## src/rtl/key_pulse_gen_pkg.sv

```systemverilog
// Shared constants and helpers for the key_pulse_gen key-to-pulse converter.
package key_pkg;

  // Edge selection codes for the EDGE_MODE parameter.
  localparam int EDGE_PRESS   = 0;
  localparam int EDGE_RELEASE = 1;
  localparam int EDGE_BOTH    = 2;

  // Bits needed for a counter that must hold values 0..max_val (never narrower than 1).
  function automatic int cnt_width(input int max_val);
    if (max_val < 1) begin
      return 1;
    end
    return $clog2(max_val + 1);
  endfunction

endpackage

```

## src/rtl/key_pulse_gen_if.sv

```systemverilog
// Key pins in, debounced levels and strobes out; one bit per key channel.
interface key_pulse_gen_if #(
  parameter int N_KEYS = 4
);
  logic [N_KEYS-1:0] key;        // raw asynchronous pins
  logic [N_KEYS-1:0] key_level;  // debounced pressed state, active high
  logic [N_KEYS-1:0] pulse;      // one-cycle edge strobe
  logic [N_KEYS-1:0] rpt_pulse;  // one-cycle auto-repeat strobe
  logic              any_pulse;  // registered OR of all strobes

  // Board / control side drives the pins and consumes the strobes.
  modport master (
    output key,
    input  key_level, pulse, rpt_pulse, any_pulse
  );

  // The converter itself.
  modport slave (
    input  key,
    output key_level, pulse, rpt_pulse, any_pulse
  );
endinterface

```

## src/rtl/key_pulse_gen_channel.sv

```systemverilog
// One key channel: synchroniser, debounce filter, edge strobe and auto-repeat.
module key_channel
  import key_pkg::*;
#(
  parameter int SYNC_STAGES     = 2,
  parameter int DEBOUNCE_CYCLES = 1000000,
  parameter int ACTIVE_LOW      = 1,
  parameter int EDGE_MODE       = EDGE_PRESS,
  parameter int REPEAT_DELAY    = 0,
  parameter int REPEAT_RATE     = 5000000
) (
  input  logic clk,
  input  logic rst,
  input  logic key,
  output logic key_level,
  output logic pulse,
  output logic rpt_pulse
);

  localparam logic RELEASED_PIN = (ACTIVE_LOW != 0);
  localparam int   DW           = cnt_width(DEBOUNCE_CYCLES);
  localparam int   RMAX         = (REPEAT_DELAY > REPEAT_RATE) ? REPEAT_DELAY : REPEAT_RATE;
  localparam int   RW           = cnt_width(RMAX);

  logic [SYNC_STAGES-1:0] sync_q;
  logic                   pressed_sync;
  logic                   stable;
  logic                   stable_nxt;
  logic                   stable_d;
  logic [DW-1:0]          cnt;
  logic [DW-1:0]          cnt_nxt;
  logic                   pulse_nxt;
  logic                   pulse_q;

  // Synchroniser shift register; resets to the released pin level so no false press appears.
  // NOTE: sequential state uses non-blocking assignments so every flop samples pre-edge values.
  always_ff @(posedge clk or posedge rst) begin
    if (rst) begin
      sync_q <= {SYNC_STAGES{RELEASED_PIN}};
    end else begin
      sync_q <= {sync_q[SYNC_STAGES-2:0], key};
    end
  end

  // Normalise polarity after the last stage so the rest of the channel sees pressed = 1.
  assign pressed_sync = (ACTIVE_LOW != 0) ? ~sync_q[SYNC_STAGES-1] : sync_q[SYNC_STAGES-1];

  // Debounce: count consecutive disagreeing clocks, accept the new level on the last one.
  // NOTE: every output of a combinational block gets a default first, otherwise a latch is inferred.
  always_comb begin
    stable_nxt = stable;
    cnt_nxt    = '0;
    if (pressed_sync != stable) begin
      if (cnt == DW'(DEBOUNCE_CYCLES - 1)) begin
        stable_nxt = pressed_sync;
      end else begin
        cnt_nxt = cnt + DW'(1);
      end
    end
  end

  // Edge selection on the registered stable level and its one-cycle-old copy.
  always_comb begin
    pulse_nxt = 1'b0;
    if (EDGE_MODE == EDGE_PRESS) begin
      pulse_nxt = stable & ~stable_d;
    end else if (EDGE_MODE == EDGE_RELEASE) begin
      pulse_nxt = ~stable & stable_d;
    end else begin
      pulse_nxt = stable ^ stable_d;
    end
  end

  // Debounce state, delayed copy for edge detection, and the registered edge strobe.
  always_ff @(posedge clk or posedge rst) begin
    if (rst) begin
      stable   <= 1'b0;
      stable_d <= 1'b0;
      cnt      <= '0;
      pulse_q  <= 1'b0;
    end else begin
      stable   <= stable_nxt;
      stable_d <= stable;
      cnt      <= cnt_nxt;
      pulse_q  <= pulse_nxt;
    end
  end

  assign key_level = stable;
  assign pulse     = pulse_q;

  if (REPEAT_DELAY > 0) begin : g_repeat
    logic [RW-1:0] rcnt;
    logic          rphase;   // 0: waiting for first repeat, 1: steady repeat rate
    logic [RW-1:0] target;
    logic          held;
    logic          hit;
    logic          rpt_q;

    // The key counts as held only while it is pressed now and stays pressed next cycle,
    // so a release cancels any strobe due on the same edge.
    assign held   = stable & stable_nxt;
    assign target = rphase ? RW'(REPEAT_RATE) : RW'(REPEAT_DELAY);
    assign hit    = held && (rcnt == target);

    // Repeat counter: restarts on every press, reloads to 1 after each strobe, cleared on release.
    always_ff @(posedge clk or posedge rst) begin
      if (rst) begin
        rcnt   <= '0;
        rphase <= 1'b0;
        rpt_q  <= 1'b0;
      end else begin
        rpt_q <= hit;
        if (!held) begin
          rcnt   <= '0;
          rphase <= 1'b0;
        end else if (hit) begin
          rcnt   <= RW'(1);
          rphase <= 1'b1;
        end else begin
          rcnt <= rcnt + RW'(1);
        end
      end
    end

    assign rpt_pulse = rpt_q;
  end else begin : g_no_repeat
    assign rpt_pulse = 1'b0;
  end

endmodule

```

## src/rtl/key_pulse_gen.sv

```systemverilog
// Multi-channel debounced key-to-pulse converter with a combined any_pulse strobe.
module key_pulse_gen
  import key_pkg::*;
#(
  parameter int N_KEYS          = 4,
  parameter int SYNC_STAGES     = 2,
  parameter int DEBOUNCE_CYCLES = 1000000,
  parameter int ACTIVE_LOW      = 1,
  parameter int EDGE_MODE       = EDGE_PRESS,
  parameter int REPEAT_DELAY    = 0,
  parameter int REPEAT_RATE     = 5000000
) (
  input logic             clk,
  input logic             rst,
  key_pulse_gen_if.slave  kp
);

  if (EDGE_MODE != EDGE_PRESS && EDGE_MODE != EDGE_RELEASE && EDGE_MODE != EDGE_BOTH) begin : g_bad_edge_mode
    $error("key_pulse_gen: EDGE_MODE must be 0, 1 or 2");
  end
  if (SYNC_STAGES < 2) begin : g_bad_sync
    $error("key_pulse_gen: SYNC_STAGES must be at least 2");
  end
  if (DEBOUNCE_CYCLES < 1) begin : g_bad_debounce
    $error("key_pulse_gen: DEBOUNCE_CYCLES must be at least 1");
  end
  if (REPEAT_RATE < 1) begin : g_bad_rate
    $error("key_pulse_gen: REPEAT_RATE must be at least 1");
  end

  logic [N_KEYS-1:0] level_w;
  logic [N_KEYS-1:0] pulse_w;
  logic [N_KEYS-1:0] rpt_w;
  logic              any_q;

  for (genvar i = 0; i < N_KEYS; i++) begin : g_ch
    key_channel #(
      .SYNC_STAGES    (SYNC_STAGES),
      .DEBOUNCE_CYCLES(DEBOUNCE_CYCLES),
      .ACTIVE_LOW     (ACTIVE_LOW),
      .EDGE_MODE      (EDGE_MODE),
      .REPEAT_DELAY   (REPEAT_DELAY),
      .REPEAT_RATE    (REPEAT_RATE)
    ) u_channel (
      .clk      (clk),
      .rst      (rst),
      .key      (kp.key[i]),
      .key_level(level_w[i]),
      .pulse    (pulse_w[i]),
      .rpt_pulse(rpt_w[i])
    );
  end

  // Combined strobe, registered so it trails the per-channel strobes by one cycle.
  always_ff @(posedge clk or posedge rst) begin
    if (rst) begin
      any_q <= 1'b0;
    end else begin
      any_q <= |(pulse_w | rpt_w);
    end
  end

  assign kp.key_level = level_w;
  assign kp.pulse     = pulse_w;
  assign kp.rpt_pulse = rpt_w;
  assign kp.any_pulse = any_q;

endmodule

```

## src/flat_wrapper.sv

```systemverilog
// flat-port wrapper written by rule: the top's interface ports become plain ports
module key_pulse_gen_flat import key_pkg::*;
#(
  parameter int N_KEYS          = 4,
  parameter int SYNC_STAGES     = 2,
  parameter int DEBOUNCE_CYCLES = 1000000,
  parameter int ACTIVE_LOW      = 1,
  parameter int EDGE_MODE       = EDGE_PRESS,
  parameter int REPEAT_DELAY    = 0,
  parameter int REPEAT_RATE     = 5000000
)
  (clk, rst, kp_key, kp_key_level, kp_pulse, kp_rpt_pulse, kp_any_pulse);
  key_pulse_gen_if #(.N_KEYS(N_KEYS)) kp_i ();
  input logic clk;
  input logic rst;
  input wire logic [$bits(kp_i.key)-1:0] kp_key;
  output wire logic [$bits(kp_i.key_level)-1:0] kp_key_level;
  output wire logic [$bits(kp_i.pulse)-1:0] kp_pulse;
  output wire logic [$bits(kp_i.rpt_pulse)-1:0] kp_rpt_pulse;
  output wire logic [$bits(kp_i.any_pulse)-1:0] kp_any_pulse;
  assign kp_i.key = kp_key;
  assign kp_key_level = kp_i.key_level;
  assign kp_pulse = kp_i.pulse;
  assign kp_rpt_pulse = kp_i.rpt_pulse;
  assign kp_any_pulse = kp_i.any_pulse;
  key_pulse_gen #(.N_KEYS(N_KEYS), .SYNC_STAGES(SYNC_STAGES), .DEBOUNCE_CYCLES(DEBOUNCE_CYCLES), .ACTIVE_LOW(ACTIVE_LOW), .EDGE_MODE(EDGE_MODE), .REPEAT_DELAY(REPEAT_DELAY), .REPEAT_RATE(REPEAT_RATE)) u_core (.clk(clk), .rst(rst), .kp(kp_i));
endmodule
```

## config.mk

```make
export PLATFORM = sky130hd
export DESIGN_NAME = key_pulse_gen_flat
export DESIGN_NICKNAME = d
export VERILOG_FILES = /design/src/rtl/key_pulse_gen_pkg.sv /design/src/rtl/key_pulse_gen_if.sv /design/src/rtl/key_pulse_gen_channel.sv /design/src/rtl/key_pulse_gen.sv /design/src/flat_wrapper.sv
export SDC_FILE = /design/constraint.sdc
export NUM_CORES = 1
export LEC_CHECK = 0
export ABC_AREA = 1
export BUFFER_PORTS_ARGS = -buffer_cell sky130_fd_sc_hd__buf_2
export CELL_PAD_IN_SITES_DETAIL_PLACEMENT = 1
export CELL_PAD_IN_SITES_GLOBAL_PLACEMENT = 1
export CORE_ASPECT_RATIO = 1.2
export CORE_UTILIZATION = 40
export DETAILED_ROUTE_END_ITERATION = 12
export GPL_TIMING_DRIVEN = 0
export PLACE_DENSITY = 0.73
export SYNTH_ARGS = -nofsm -noshare
export SYNTH_HDL_FRONTEND = slang
export SYNTH_SLANG_ARGS = --single-unit
```

## constraint.sdc

```tcl
create_clock -name clk -period 4.63 [get_ports clk]
set_clock_uncertainty 0.15 [all_clocks]
set_input_delay 1.1575 -clock clk [delete_from_list [all_inputs] [get_ports clk]]
set_output_delay 1.1575 -clock clk [all_outputs]
set_load 0.01 [all_outputs]
```

---- Word level (Yosys, flattened, before mapping) ----
Cells that the tools add are included.
storage, ports and cells
  output and inout bits ................... 13
  input bits .............................. 6
  bits in registers ....................... 101
operators by class
  muxes and demuxes ....................... 8
  equal/unequal tests ..................... 8
  reduce and logical (&&, ||, !) cells .... 5
  add/sub/neg operators ................... 4
  bitwise operators ....................... 12
operators by type and width
  operator                 number
  $mux W20                 8
  $add A20 B1 Y20 const B  4
  $eq A20 B20 Y1 const B   4
  $not A1 Y1               8
  $reduce_and A2 Y1        4
  $and A1 B1 Y1            4
  $ne A1 B1 Y1             4
  $reduce_or A4 Y1         1

---- Logic depth before layout (Yosys ltp) ----
  depth in word-level cells ............... 3
  mapped depth ............................ 9
  depth with buffers taken out ............ 9

---- Hierarchy ----
A second synthesis with hierarchy kept.
second synthesis, totals
  cells, all modules ...................... 685
  area, all modules ....................... 5620.4 µm²
modules (own cells, without submodules)
  module         area each (µm²)  cells each  instances  seq. area each (µm²)
  key_channel    1383.8           167         4          628.1
  key_pulse_gen  85.1             17          1          25.0

---- Worst setup path after synthesis ----
Ideal clock, no wire load.
  path type ............................... reg2out
  start point ............................. reg u_core.g_ch[0].u_channel.stable
  end point ............................... out kp_key_level[0]
  arrival time ............................ 0.566 ns
  stages on the path, launching flop included .. 2
  slack ................................... 2.757 ns
  path buffers ............................ 1
  cells stage by stage .................... dfrtp_1 -> buf_4
RTL lines
  item                    RTL line                     RTL
  start, declared         key_pulse_gen_channel.sv:27  logic stable;
  start signal, assigned  key_pulse_gen_channel.sv:82  stable <= stable_nxt;
  end, declared           flat_wrapper.sv:17           output wire logic [$bits(kp_i.key_level)-1:0] kp_key_level;
No word-level cell between the ends.

---- Final worst setup path ----
  start point ............................. reg u_core.g_ch[0].u_channel.stable
  end point ............................... out kp_key_level[0]
No word-level cell between the ends.

==> impl_metrics.py <==
metrics = {
    "global_routing": {
        "grt_max_degree": 59,
        "grt_overflow": 0,
        "antenna_found_initial": 0,
        "grt.total_usage": 0.189,
        "grt_pass1_vias": 4333,
        "grt_pass1_wl_um": 20200,
    },
    "placement": {
        "io_buffers": 14,
        "dp.final_hpwl_um": 8550,
        "place_area_um2": 5540,
        "finalWeightedCongestion": 0.824,
    },
    "sta": {
        "setup_viol": 0,
        "finalCriticalPeriod_ns": 2.39,
        "finalHoldViolCount": 0,
        "whs_ns": 0.206,
        "max_slew_margin": 0.499,
        "rsz0062_at_grt": "no",
        "tightest_slew_ns": 0.752,
        "slew_viol_final": 0,
        "fmax_ghz": 0.418,
        "fin_crit_sh": 0.517,
    },
    "routing": {
        "via_per_inst": 4.90,
        "drc": 0,
        "drtPass1Iterations": 4,
        "first_iter_violations": 83,
        "ant_nets": 0,
        "dr_total_vias": 4101,
        "routedWlPerCell_um": 13.9,
        "drt_wl_total_um": 11600,
    },
    "logic_synthesis": {
        "synth_top_family_by_area": "simple AND/OR/NAND/NOR gates",
        "synth_area_per_cell_um2": 8.18,
        "synth_compound_area_frac": 0.0280,
        "syn_inst": 639,
        "yosys.area_share.adder": 0.00958,
        "synth_seq_cells": 101,
        "seq_area_frac_synth": 0.486,
        "ys_types": 31,
        "yosysWarnings": 0,
        "synth_xor_area_frac": 0.0812,
        "synth.top_cell.area_share": 0.445,
        "yosys.area_share.simple": 0.328,
        "syn_area_um2": 5230,
        "synth.area.top_cells": "dfrtp_1 45%, nor2_1 12%, nand2_1 7.5%",
        "yosys.area.top_type": "dfrtp_1",
        "muxShareOfSynthArea": 0,
    },
    "cts": {
        "clockBufferDepth": 2,
        "cts_tree": "yes",
        "clkTransAtPathRegs_ns": 0.06,
        "cts-root-buf": "clkbuf_16",
        "ctsResizeCount": 0,
        "clkSinkCount": 101,
        "insertion_delay_ns": 0.35,
        "cts_buffers": 9,
        "cts_setup_buffers": 0,
        "cts_hold_buf": 0,
        "h-tree-depth": 3,
    },
    "floorplanning": {
        "io_pins": 19,
        "row_count": 45,
        "die_h_um": 127,
        "core_area_um2": 12700,
        "die_area_um2": 13500,
        "die_w_um": 106,
        "start_util": 0.411,
    },
    "critical_path": {
        "crit_required_ns": 3.32,
        "cp.arrival_ns": 1.09,
        "cp-start-kind": "register",
        "r2r_cells": 6,
        "worst_setup_path_end_kind": "output port",
        "critical_path.max_fanout": 5,
        "worst-setup-path-type": "register to output port",
    },
    "worst_hold_path": {
        "min_path_type": "register to register",
        "min_path_cells": 0,
    },
    "finish": {
        "layout-drive-gt1-share": 0.140,
        "num_antenna_cells": 0,
        "final_common_cell": "nor2_1",
        "fin_nets": 678,
        "area_growth_pct": 12.7,
        "layout_common_cells": "163 x nor2_1, 105 x nand2_1, 93 x dfrtp_1",
        "final_cell_area_um2": 5890,
    },
    "pwr": {
        "vdd_drop_max_mv": 0.263,
        "p_leak_nw": 2.70,
        "powerDensity_nw_per_um2": 311,
    },
    "flow_run": {
        "drv_cap": 0,
    },
    "status": {
        "status": "complete, no violations",
    },
}
==> routing by layer <==
metal / wire length, µm / track usage / part of all wire
met4: 165 / 0.0662 / 0.014
met1: 5190 / 0.226 / 0.45
met2: 6100 / 0.345 / 0.52
met5: 0 / 0 / 0
met3: 172 / 0.0276 / 0.015
==> final timing paths <==
kind | startpoint | endpoint | slack [ns]
worst min register to register | u_core.g_ch[2].u_channel.sync_q[0] | u_core.g_ch[2].u_channel.sync_q[1] | 0.21
worst max register to register | u_core.g_ch[1].u_channel.cnt[0] | u_core.g_ch[1].u_channel.cnt[9] | 2.83
worst min-delay path | u_core.g_ch[2].u_channel.sync_q[0] | u_core.g_ch[2].u_channel.sync_q[1] | 0.21
max in group asynchronous | rst | u_core.g_ch[0].u_channel.sync_q[1] | 2.80
min in group asynchronous | rst | u_core.g_ch[3].u_channel.cnt[16] | 0.80
worst max-delay path | u_core.g_ch[0].u_channel.key_level | kp_key_level[0] | 2.24
==> worst max-delay path, stage by stage (launching register included) <==
cell     delay [ns]
dfrtp_1        0.45
buf_4          0.16
buf_2          0.13
==> cell families after synthesis <==
group,Yosys count
AOI/OAI and AO/OA,27
xor gates and xnor gates,45
adders and majority gates,4
buffers and inverters,81
DFF,101
other,1
and+or+nand+nor,380
==> power by group <==
part	total (W)	switching (W)	leakage (nW)	internal (W)
logic	0.0000654	0.0000449	1.16	0.0000205
clock network	0.000859	0.000327	0.172	0.000532
registers	0.000908	0.0000109	1.37	0.000897
==> sequential cells by signal, summed over array words and instances, names as in the netlist <==
signal and flops:
u_core.kp.any_pulse 1, u_core.g_ch.u_channel.stable_d 4, u_core.g_ch.u_channel.cnt 80, u_core.g_ch.u_channel.pulse 4, u_core.g_ch.u_channel.key_level 4, u_core.g_ch.u_channel.sync_q 8
==> stage by stage <==
stage / cells / TNS (ns) / utilization / setup WS, ns / total power (W)
floorplan: 642 / 0 / - / 0.689 / 0.000969
global placement: 820 / -54.79 / 0.433 / -0.594 / 0.000985
detailed placement: 821 / 0 / 0.436 / 2.37 / 0.000993
CTS: 837 / 0 / 0.463 / 2.22 / 0.00187
global route: 837 / 0 / 0.463 / 2.19 / 0.00190
finish: 837 / 0 / 0.463 / 2.24 / 0.00183
==> synth_stat cells <==
cell / instances
nor2_8: 1
nand3_1: 55
nor3b_1: 1
nor2_2: 9
nand2_1: 105
o21ai_0: 4
o21ai_1: 2
o21bai_1: 3
xnor2_2: 4
xnor2_1: 20
o21a_1: 1
nand3b_1: 1
nor2_4: 6
or4_1: 1
dfrtp_1: 93
a21oi_1: 16
inv_2: 6
ha_1: 4
nand3_2: 7
dfstp_2: 8
buf_4: 12
and3_1: 1
a31oi_1: 1
inv_1: 63
nor3_1: 9
nand4_1: 12
nor2_1: 163
xor2_1: 21
nand2_2: 6
nand2_4: 3
conb_1: 1
==> final cells by class <==
cell class | instances | area, µm²
buffer | 12 | 90.1
clock buffer | 13 | 280
clock inverter | 3 | 65.1
fill | 1607 | 6840
inverter | 69 | 262
multi-input combinational | 460 | 2350
sequential | 101 | 2540
tap | 164 | 205
timing repair buffer | 15 | 97.6
No activity file was read; power rests on OpenSTA's default activity.
